File: src/rtl/data_mem_sync_pkg.sv
// data_mem_sync_pkg: shared state encoding and elaboration helpers for the synchronous data memory
`ifndef DATA_MEM_LANES
`define DATA_MEM_LANES(w) ((w) / 8)
`endif

package data_mem_sync_pkg;

    typedef enum logic {
        ST_INIT  = 1'b0,
        ST_READY = 1'b1
    } state_t;

    function automatic int clog2(input int n);
        int r = 0;
        while ((1 << r) < n) r++;
        return r;
    endfunction

    function automatic int lanes(input int w);
        return `DATA_MEM_LANES(w);
    endfunction

    function automatic bit data_w_ok(input int w);
        return (w > 0) && ((w % 8) == 0);
    endfunction

endpackage

File: src/rtl/data_mem_sync_if.sv
// data_mem_sync_if: request/response bus between the load/store unit and the data memory
interface data_mem_sync_if
    import data_mem_sync_pkg::*;
#(
    parameter int DATA_W = 8,
    parameter int ADDR_W = 8
);
    logic                       req_valid;
    logic                       req_ready;
    logic                       req_we;
    logic [ADDR_W-1:0]          req_addr;
    logic [DATA_W-1:0]          req_wdata;
    logic [lanes(DATA_W)-1:0]   req_be;
    logic                       rsp_valid;
    logic [DATA_W-1:0]          rsp_rdata;
    logic                       rsp_err;
    logic                       init_done;

    modport master (
        output req_valid, req_we, req_addr, req_wdata, req_be,
        input  req_ready, rsp_valid, rsp_rdata, rsp_err, init_done
    );

    modport slave (
        input  req_valid, req_we, req_addr, req_wdata, req_be,
        output req_ready, rsp_valid, rsp_rdata, rsp_err, init_done
    );

endinterface

File: src/rtl/data_mem_sync_array.sv
// data_mem_sync_array: DEPTH x DATA_W storage with one byte-enabled write port and one registered read port
module data_mem_sync_array
    import data_mem_sync_pkg::*;
#(
    parameter int DATA_W = 8,
    parameter int DEPTH  = 256,
    parameter int AW     = clog2(DEPTH)
) (
    input  logic                       clk,
    input  logic                       i_we,
    input  logic [AW-1:0]              i_waddr,
    input  logic [DATA_W-1:0]          i_wdata,
    input  logic [lanes(DATA_W)-1:0]   i_be,
    input  logic                       i_re,
    input  logic [AW-1:0]              i_raddr,
    output logic [DATA_W-1:0]          o_rdata
);
    localparam int LANES = lanes(DATA_W);

    logic [DATA_W-1:0] r_mem [DEPTH];
    logic [DATA_W-1:0] r_rdata;

    // Update enabled byte lanes; the read register only moves on a read so it holds the last returned word
    always_ff @(posedge clk) begin
        if (i_we)
            for (int i = 0; i < LANES; i++)
                if (i_be[i]) r_mem[i_waddr][8*i +: 8] <= i_wdata[8*i +: 8];
        if (i_re) r_rdata <= r_mem[i_raddr];
    end

    assign o_rdata = r_rdata;

endmodule

File: src/rtl/data_mem_sync.sv
// data_mem_sync: clocked data memory with valid/ready requests, byte enables, range errors and post-reset clear
module data_mem_sync
    import data_mem_sync_pkg::*;
#(
    parameter int DATA_W  = 8,
    parameter int ADDR_W  = 8,
    parameter int DEPTH   = 256,
    parameter int OUT_REG = 0
) (
    input  logic           clk,
    input  logic           rst_n,
    data_mem_sync_if.slave bus
);
    localparam int AW    = clog2(DEPTH);
    localparam int LANES = lanes(DATA_W);

    if (!data_w_ok(DATA_W)) begin : g_bad_data_w
        $error("data_mem_sync: DATA_W must be a positive multiple of 8");
    end

    state_t              r_state;
    state_t              w_next;
    logic [AW-1:0]       r_clr_ptr;
    logic                w_init;
    logic                w_ready;
    logic                w_accept;
    logic                w_in_range;
    logic                w_we;
    logic                w_re;
    logic [AW-1:0]       w_waddr;
    logic [DATA_W-1:0]   w_wdata;
    logic [LANES-1:0]    w_be;
    logic [DATA_W-1:0]   w_mem_rdata;
    logic [DATA_W-1:0]   w_rdata1;
    logic                r_v1;
    logic                r_err1;
    logic                r_rd1;

    // State register: every reset restarts the clear sweep
    always_ff @(posedge clk or negedge rst_n) begin
        if (!rst_n) r_state <= ST_INIT;
        else        r_state <= w_next;
    end

    // Next state: leave INIT once the last word has been cleared
    always_comb begin
        w_next = (r_state == ST_INIT && r_clr_ptr == AW'(DEPTH - 1)) ? ST_READY : r_state;
    end

    // State decode: requests are only taken once the clear sweep is over
    always_comb begin
        w_init  = (r_state == ST_INIT);
        w_ready = (r_state == ST_READY);
    end

    // Clear pointer walks the array once per INIT visit
    always_ff @(posedge clk or negedge rst_n) begin
        if (!rst_n)      r_clr_ptr <= '0;
        else if (w_init) r_clr_ptr <= r_clr_ptr + AW'(1);
    end

    // Full-width compare so out-of-range upper address bits never alias onto real words
    assign w_in_range = ({1'b0, bus.req_addr} < (ADDR_W + 1)'(DEPTH));
    assign w_accept   = bus.req_valid & w_ready;

    // The clear sweep owns the write port during INIT; requests own it afterwards
    assign w_we    = w_init | (w_accept & bus.req_we & w_in_range);
    assign w_re    = w_accept & ~bus.req_we & w_in_range;
    assign w_waddr = w_init ? r_clr_ptr : bus.req_addr[AW-1:0];
    assign w_wdata = w_init ? '0 : bus.req_wdata;
    assign w_be    = w_init ? '1 : bus.req_be;

    data_mem_sync_array #(
        .DATA_W (DATA_W),
        .DEPTH  (DEPTH),
        .AW     (AW)
    ) u_array (
        .clk     (clk),
        .i_we    (w_we),
        .i_waddr (w_waddr),
        .i_wdata (w_wdata),
        .i_be    (w_be),
        .i_re    (w_re),
        .i_raddr (bus.req_addr[AW-1:0]),
        .o_rdata (w_mem_rdata)
    );

    // First response stage: flags captured only on accept so they hold between responses
    always_ff @(posedge clk or negedge rst_n) begin
        if (!rst_n) begin
            r_v1   <= 1'b0;
            r_err1 <= 1'b0;
            r_rd1  <= 1'b0;
        end else begin
            r_v1 <= w_accept;
            if (w_accept) begin
                r_err1 <= ~w_in_range;
                r_rd1  <= ~bus.req_we & w_in_range;
            end
        end
    end

    // Writes and errored reads return zero; good reads return the array word
    assign w_rdata1 = r_rd1 ? w_mem_rdata : '0;

    if (OUT_REG != 0) begin : g_out_reg
        logic              r_v2;
        logic              r_err2;
        logic [DATA_W-1:0] r_rdata2;

        // Optional output register adds one cycle of latency and keeps the last response stable
        always_ff @(posedge clk or negedge rst_n) begin
            if (!rst_n) begin
                r_v2     <= 1'b0;
                r_err2   <= 1'b0;
                r_rdata2 <= '0;
            end else begin
                r_v2 <= r_v1;
                if (r_v1) begin
                    r_err2   <= r_err1;
                    r_rdata2 <= w_rdata1;
                end
            end
        end

        assign bus.rsp_valid = r_v2;
        assign bus.rsp_err   = r_err2;
        assign bus.rsp_rdata = r_rdata2;
    end else begin : g_no_out_reg
        assign bus.rsp_valid = r_v1;
        assign bus.rsp_err   = r_err1;
        assign bus.rsp_rdata = w_rdata1;
    end

    assign bus.req_ready = w_ready;
    assign bus.init_done = w_ready;

endmodule
File: src/flat_wrapper.sv
// flat-port wrapper written by rule: the top's interface ports become plain ports
module data_mem_sync_flat import data_mem_sync_pkg::*;
#(
    parameter int DATA_W  = 8,
    parameter int ADDR_W  = 8,
    parameter int DEPTH   = 256,
    parameter int OUT_REG = 0
)
  (clk, rst_n, bus_req_valid, bus_req_we, bus_req_addr, bus_req_wdata, bus_req_be, bus_req_ready, bus_rsp_valid, bus_rsp_rdata, bus_rsp_err, bus_init_done);
  data_mem_sync_if #(.DATA_W(DATA_W), .ADDR_W(ADDR_W)) bus_i ();
  input  logic clk;
  input  logic rst_n;
  input wire logic [$bits(bus_i.req_valid)-1:0] bus_req_valid;
  input wire logic [$bits(bus_i.req_we)-1:0] bus_req_we;
  input wire logic [$bits(bus_i.req_addr)-1:0] bus_req_addr;
  input wire logic [$bits(bus_i.req_wdata)-1:0] bus_req_wdata;
  input wire logic [$bits(bus_i.req_be)-1:0] bus_req_be;
  output wire logic [$bits(bus_i.req_ready)-1:0] bus_req_ready;
  output wire logic [$bits(bus_i.rsp_valid)-1:0] bus_rsp_valid;
  output wire logic [$bits(bus_i.rsp_rdata)-1:0] bus_rsp_rdata;
  output wire logic [$bits(bus_i.rsp_err)-1:0] bus_rsp_err;
  output wire logic [$bits(bus_i.init_done)-1:0] bus_init_done;
  assign bus_i.req_valid = bus_req_valid;
  assign bus_i.req_we = bus_req_we;
  assign bus_i.req_addr = bus_req_addr;
  assign bus_i.req_wdata = bus_req_wdata;
  assign bus_i.req_be = bus_req_be;
  assign bus_req_ready = bus_i.req_ready;
  assign bus_rsp_valid = bus_i.rsp_valid;
  assign bus_rsp_rdata = bus_i.rsp_rdata;
  assign bus_rsp_err = bus_i.rsp_err;
  assign bus_init_done = bus_i.init_done;
  data_mem_sync #(.DATA_W(DATA_W), .ADDR_W(ADDR_W), .DEPTH(DEPTH), .OUT_REG(OUT_REG)) u_core (.clk(clk), .rst_n(rst_n), .bus(bus_i));
endmodule
File: config.mk
export PLATFORM = sky130hd
export DESIGN_NAME = data_mem_sync_flat
export DESIGN_NICKNAME = d
export VERILOG_FILES = /design/src/rtl/data_mem_sync_pkg.sv /design/src/rtl/data_mem_sync_if.sv /design/src/rtl/data_mem_sync_array.sv /design/src/rtl/data_mem_sync.sv /design/src/flat_wrapper.sv
export SDC_FILE = /design/constraint.sdc
export NUM_CORES = 2
export LEC_CHECK = 0
export CORE_ASPECT_RATIO = 1.75
export CORE_UTILIZATION = 63
export DETAILED_ROUTE_END_ITERATION = 7
export PLACE_DENSITY = 0.79
export RECOVER_POWER = 25
export SETUP_SLACK_MARGIN = 0.02
export SYNTH_ARGS = -nofsm -noshare
export SYNTH_HDL_FRONTEND = slang
export SYNTH_SLANG_ARGS = --single-unit
export TNS_END_PERCENT = 20
File: constraint.sdc
create_clock -name clk -period 6.5 [get_ports clk]
set_input_delay 1.95 -clock clk [delete_from_list [all_inputs] [get_ports clk]]
set_output_delay 1.95 -clock clk [all_outputs]
set_load 0.03 [all_outputs]
==> results by group <==
Power
  – Pwr Density: roughly 290 nW/um2
  – Internal power: slightly above 20 mW
  – Flop pwr share: 0.568
  – NetSw: about 5.2 mW
  – Max VDD drop: roughly 0.29 mV
  – Combinational power share: 0.030
  – Clk network pwr share: 0.402
  – Pleak: between 20 and 25 nW
  – Switching Fraction: 0.2047

Floorplan
  – Die H: 476.1 um
  – Starting Density: 0.6357
  – # rows: around 170
  – Ports: 33
  – Core area: around 130,000 um2
  – Die W: between 200 and 300 um
  – Die area: 129,900 um2

Cells and area
  – Area taken by multi-input logic gates: roughly 17,000 um2
  – Core Util, Final: 0.6928
  – Share of cells above drive strength 1: 0.2107
  – Area Growth Syn to Fin: 8.993%
  – Reg area: slightly above 60,000 um2
  – Cell Count, Final, Fillers Out: 5,750
  – Final layout net count: around 4,000
  – Fillers: between 7,000 and 8,000

Route
  – Vias per cell: 7.299
  – Avg WL per Cell: 37.33 um
  – Antenna-violating nets left: 0
  – Drt drc: 0
  – Drt initial violations: 6,048
  – Via count: 41,968
  – Pre-antenna DRT Iters: 7
  – Drt total wl: around 210,000 um

Clock network
  – Clock Latency Late Sink: between 0.8 and 0.9 ns
  – Sink Count: roughly 2,100
  – Setup Buffers After CTS: 0
  – Root Driver: clkbuf_16
  – H-Tree Depth: 4
  – # hold bufs at CTS: 0
  – Clock Tree Buf Depth: 3
  – Num CTS Buffers: approximately 160
  – Clk pin slew, worst setup/hold paths: roughly 0.060 ns
  – CTS-repair resized insts: 0
  – CTS tree: built

Hold path
  – Hold Path Class: reg -> reg

Logic synthesis
  – Seq/Total Area, Yosys: 0.7665
  – Distinct cell type count after synthesis: 73
  – Post-Synth Adder-Cell Area: 0.0001546
  – Multiplexer share of the synthesized area: 0.1453
  – Post-Synth XOR/XNOR Area: 0.0007578
  – Post-Synthesis Cell Area: 80,910 um2
  – Post-Syn Area per Cell: ~21 um2
  – Fraction of registers with async set/reset: 0.005322
  – Mapped Cells: 3,849
  – Primary FF master, synth: edfxtp_1
  – Post-synthesis compound-gate area fraction: 0.03608
  – Yosys Warn Count: 0
  – Post-synthesis simple-gate area fraction: 0.02855
  – Mapped Nets: slightly below 4,000
  – Largest family of logic cells by synthesized area: multiplexers
  – Yosys reg bits: ~2,100
  – Post-synth EDFFs: between 2,000 and 2,500

Global route
  – GR Overflow Total: 0
  – Antenna violations before repair: 7
  – GR Util All Layers: 0.3353
  – Vias in the first global route: approximately 43,000
  – First-pass GRT wire length: just over 300,000 um
  – Largest net degree at the start of global routing: around 170

Worst setup path
  – Crit path max-delay family: buffers and inverters
  – Worst path slowest cell: and2_0
  – CP cell instances: dlygate4sd3_1 > and2_0 > clkbuf_4
  – Req. time, crit path: 6.83 ns
  – Crit start category: primary input
  – Worst-path maximum fanout: between 150 and 200
  – Critical path arrival: 6.20 ns
  – CP bufs+invs: 2
  – Crit end category: flip-flop
  – Worst path max stage delay: approximately 1.9 ns
  – Crit Path Class: in -> reg

STA
  – Setup Skew: 0.03426 ns
  – Max-slew violations: 740
  – Fmax: roughly 170 MHz
  – Final setup violation count: 0
  – Setup ws final: a little over 0.6 ns
  – Relative slew slack: -1.762
  – RSZ-0062 raised after global routing: false
  – Setup_tns: 0 ns
  – Worst-Margin Slew: a little over 4 ns
  – Hold Worst Slack: just under 0.6 ns
  – Period Utilization, post-route: 0.9041
  – Final critical-path required period: roughly 6 ns
  – Final hold violations: 0

Placement
  – HPWL after detailed placement: around 130,000 um
  – Placed Instances: approximately 5,400
  – GPL Wtd Cong: between 0.9 and 1
  – Port Buf Inserts: 31
  – Dpl ws: 0.5917 ns

Outcome
  – Failing checks: capacitance limit, slew limit
  – Status: finished, violations left

Run
  – MaxCap Viol Count: 10
[per-stage QoR]
| stage | area, um2 | total power [mW] |
|---|---|---|
| CTS | 88210 | 25.36 |
| global placement | 82830 | 15.44 |
| global route | 88170 | 25.80 |
| detailed placement | 82840 | 15.45 |
| floorplan | 80910 | 15.22 |
| finish | 88180 | 25.37 |
[worst paths after layout]
check	startpoint	end	slack, ns	cells after the start
worst max-delay path	bus_req_wdata[5]	u_core.u_array.r_mem[102][5]	0.62	3
min in group asynchronous	rst_n	u_core.r_rd1	1.64	1
worst max register to register	u_core.bus.init_done	u_core.u_array.r_mem[119][6]	1.18	2
max in group asynchronous	rst_n	u_core.r_clr_ptr[6]	4.39	1
worst min-delay path	u_core.r_clr_ptr[6]	u_core.r_clr_ptr[6]	0.58	1
worst min register to register	u_core.r_clr_ptr[6]	u_core.r_clr_ptr[6]	0.58	1
[per-layer routing]
layer  GRT usage  vias up  routed length (um)
met5           0        -                  34
met4      0.2427        6               18390
met3     0.07502      841               21850
met2      0.5657     3442              109400
met1      0.3758    21423               64960
li1            -    16256                   -
[cell type report]
| cell class | count | area share |
|---|---|---|
| Sequential cell | 2067 | 0.7032 |
| Multi-Input combinational cell | 1544 | 0.1940 |
| Clock buffer | 197 | 0.04915 |
| Tap cell | 1662 | 0.02358 |
| Timing Repair Buffer | 169 | 0.01771 |
| Clock inverter | 99 | 0.01176 |
| Inverter | 6 | 0.0003405 |
| Antenna cell | 6 | 0.0001703 |
[Yosys cell counts, types with 7 or more instances]
| cell | number | area share |
|---|---|---|
| o311ai_0 | 7 | 0.00076 |
| a311oi_1 | 10 | 0.0011 |
| and2_1 | 20 | 0.0015 |
| buf_8 | 9 | 0.0017 |
| o221ai_1 | 42 | 0.0045 |
| buf_2 | 58 | 0.0036 |
| a221oi_1 | 23 | 0.0025 |
| buf_4 | 42 | 0.0039 |
| edfxtp_1 | 2056 | 0.76 |
| nor2b_1 | 8 | 0.00062 |
| nor2_1 | 294 | 0.014 |
| mux2_2 | 14 | 0.0019 |
| nor3_1 | 24 | 0.0015 |
| o211ai_1 | 7 | 0.00065 |
| nand3_1 | 32 | 0.0020 |
| a22oi_1 | 78 | 0.0072 |
| mux2i_1 | 142 | 0.018 |
| a22o_1 | 25 | 0.0027 |
| nand2b_1 | 11 | 0.00085 |
| clkbuf_1 | 56 | 0.0026 |
| buf_1 | 9 | 0.00042 |
| a21oi_1 | 64 | 0.0040 |
| a211oi_1 | 12 | 0.0011 |
| buf_12 | 18 | 0.0045 |
| buf_6 | 34 | 0.0047 |
| nor4_1 | 13 | 0.0010 |
| o21ai_0 | 32 | 0.0020 |
| nand2_1 | 92 | 0.0043 |
| mux4_2 | 431 | 0.12 |
| o22ai_1 | 53 | 0.0041 |
| a31oi_1 | 11 | 0.00085 |
| mux4_1 | 18 | 0.0058 |
| dfrtp_1 | 11 | 0.0034 |
[state kept, by name (all words and copies together), names as in the netlist]
signal,cells
u_core.r_rd1,1
u_core.bus.init_done,1
u_core.u_array.r_mem,2048
u_core.r_clr_ptr,8
u_core.u_array.o_rdata,8
u_core.bus.rsp_valid,1
[cell usage in the layout, fill, tap and decap left out, types with 30 or more instances in the layout]
cell,netlist,layout
clkbuf_1,56,30
nand3_1,32,32
nor2_1,294,291
edfxtp_1,2056,2056
buf_4,42,113
o221ai_1,42,42
o22ai_1,53,53
mux4_2,431,431
mux2i_1,142,142
a21oi_1,64,64
a22oi_1,78,78
clkinv_1,0,31
clkbuf_16,0,169
o21ai_0,32,32
nand2_1,92,92
[cell families (layout without fill, tap and decap cells)]
| group | Yosys count | after routing |
|---|---|---|
| AOI/OAI and AO/OA | 405 | 405 |
| xor gates and xnor gates | 7 | 7 |
| adders and majority gates | 1 | 1 |
| buffers and inverters | 238 | 471 |
| DFF | 2067 | 2067 |
| muxes | 605 | 605 |
| other | 1 | 7 |
| and+or+nand+nor | 525 | 525 |
[power groups by stage]
stage,sequential [mW],clock [mW],combinational (mW)
3_3_place_gp,14.7,0,0.729
3_5_place_dp,14.7,0,0.736
4_1_cts,14.4,10.2,0.744
6_report,14.4,10.2,0.763
2_1_floorplan,14.7,0,0.507
5_1_grt,14.4,10.6,0.773
No activity file was read; power rests on OpenSTA's default activity.
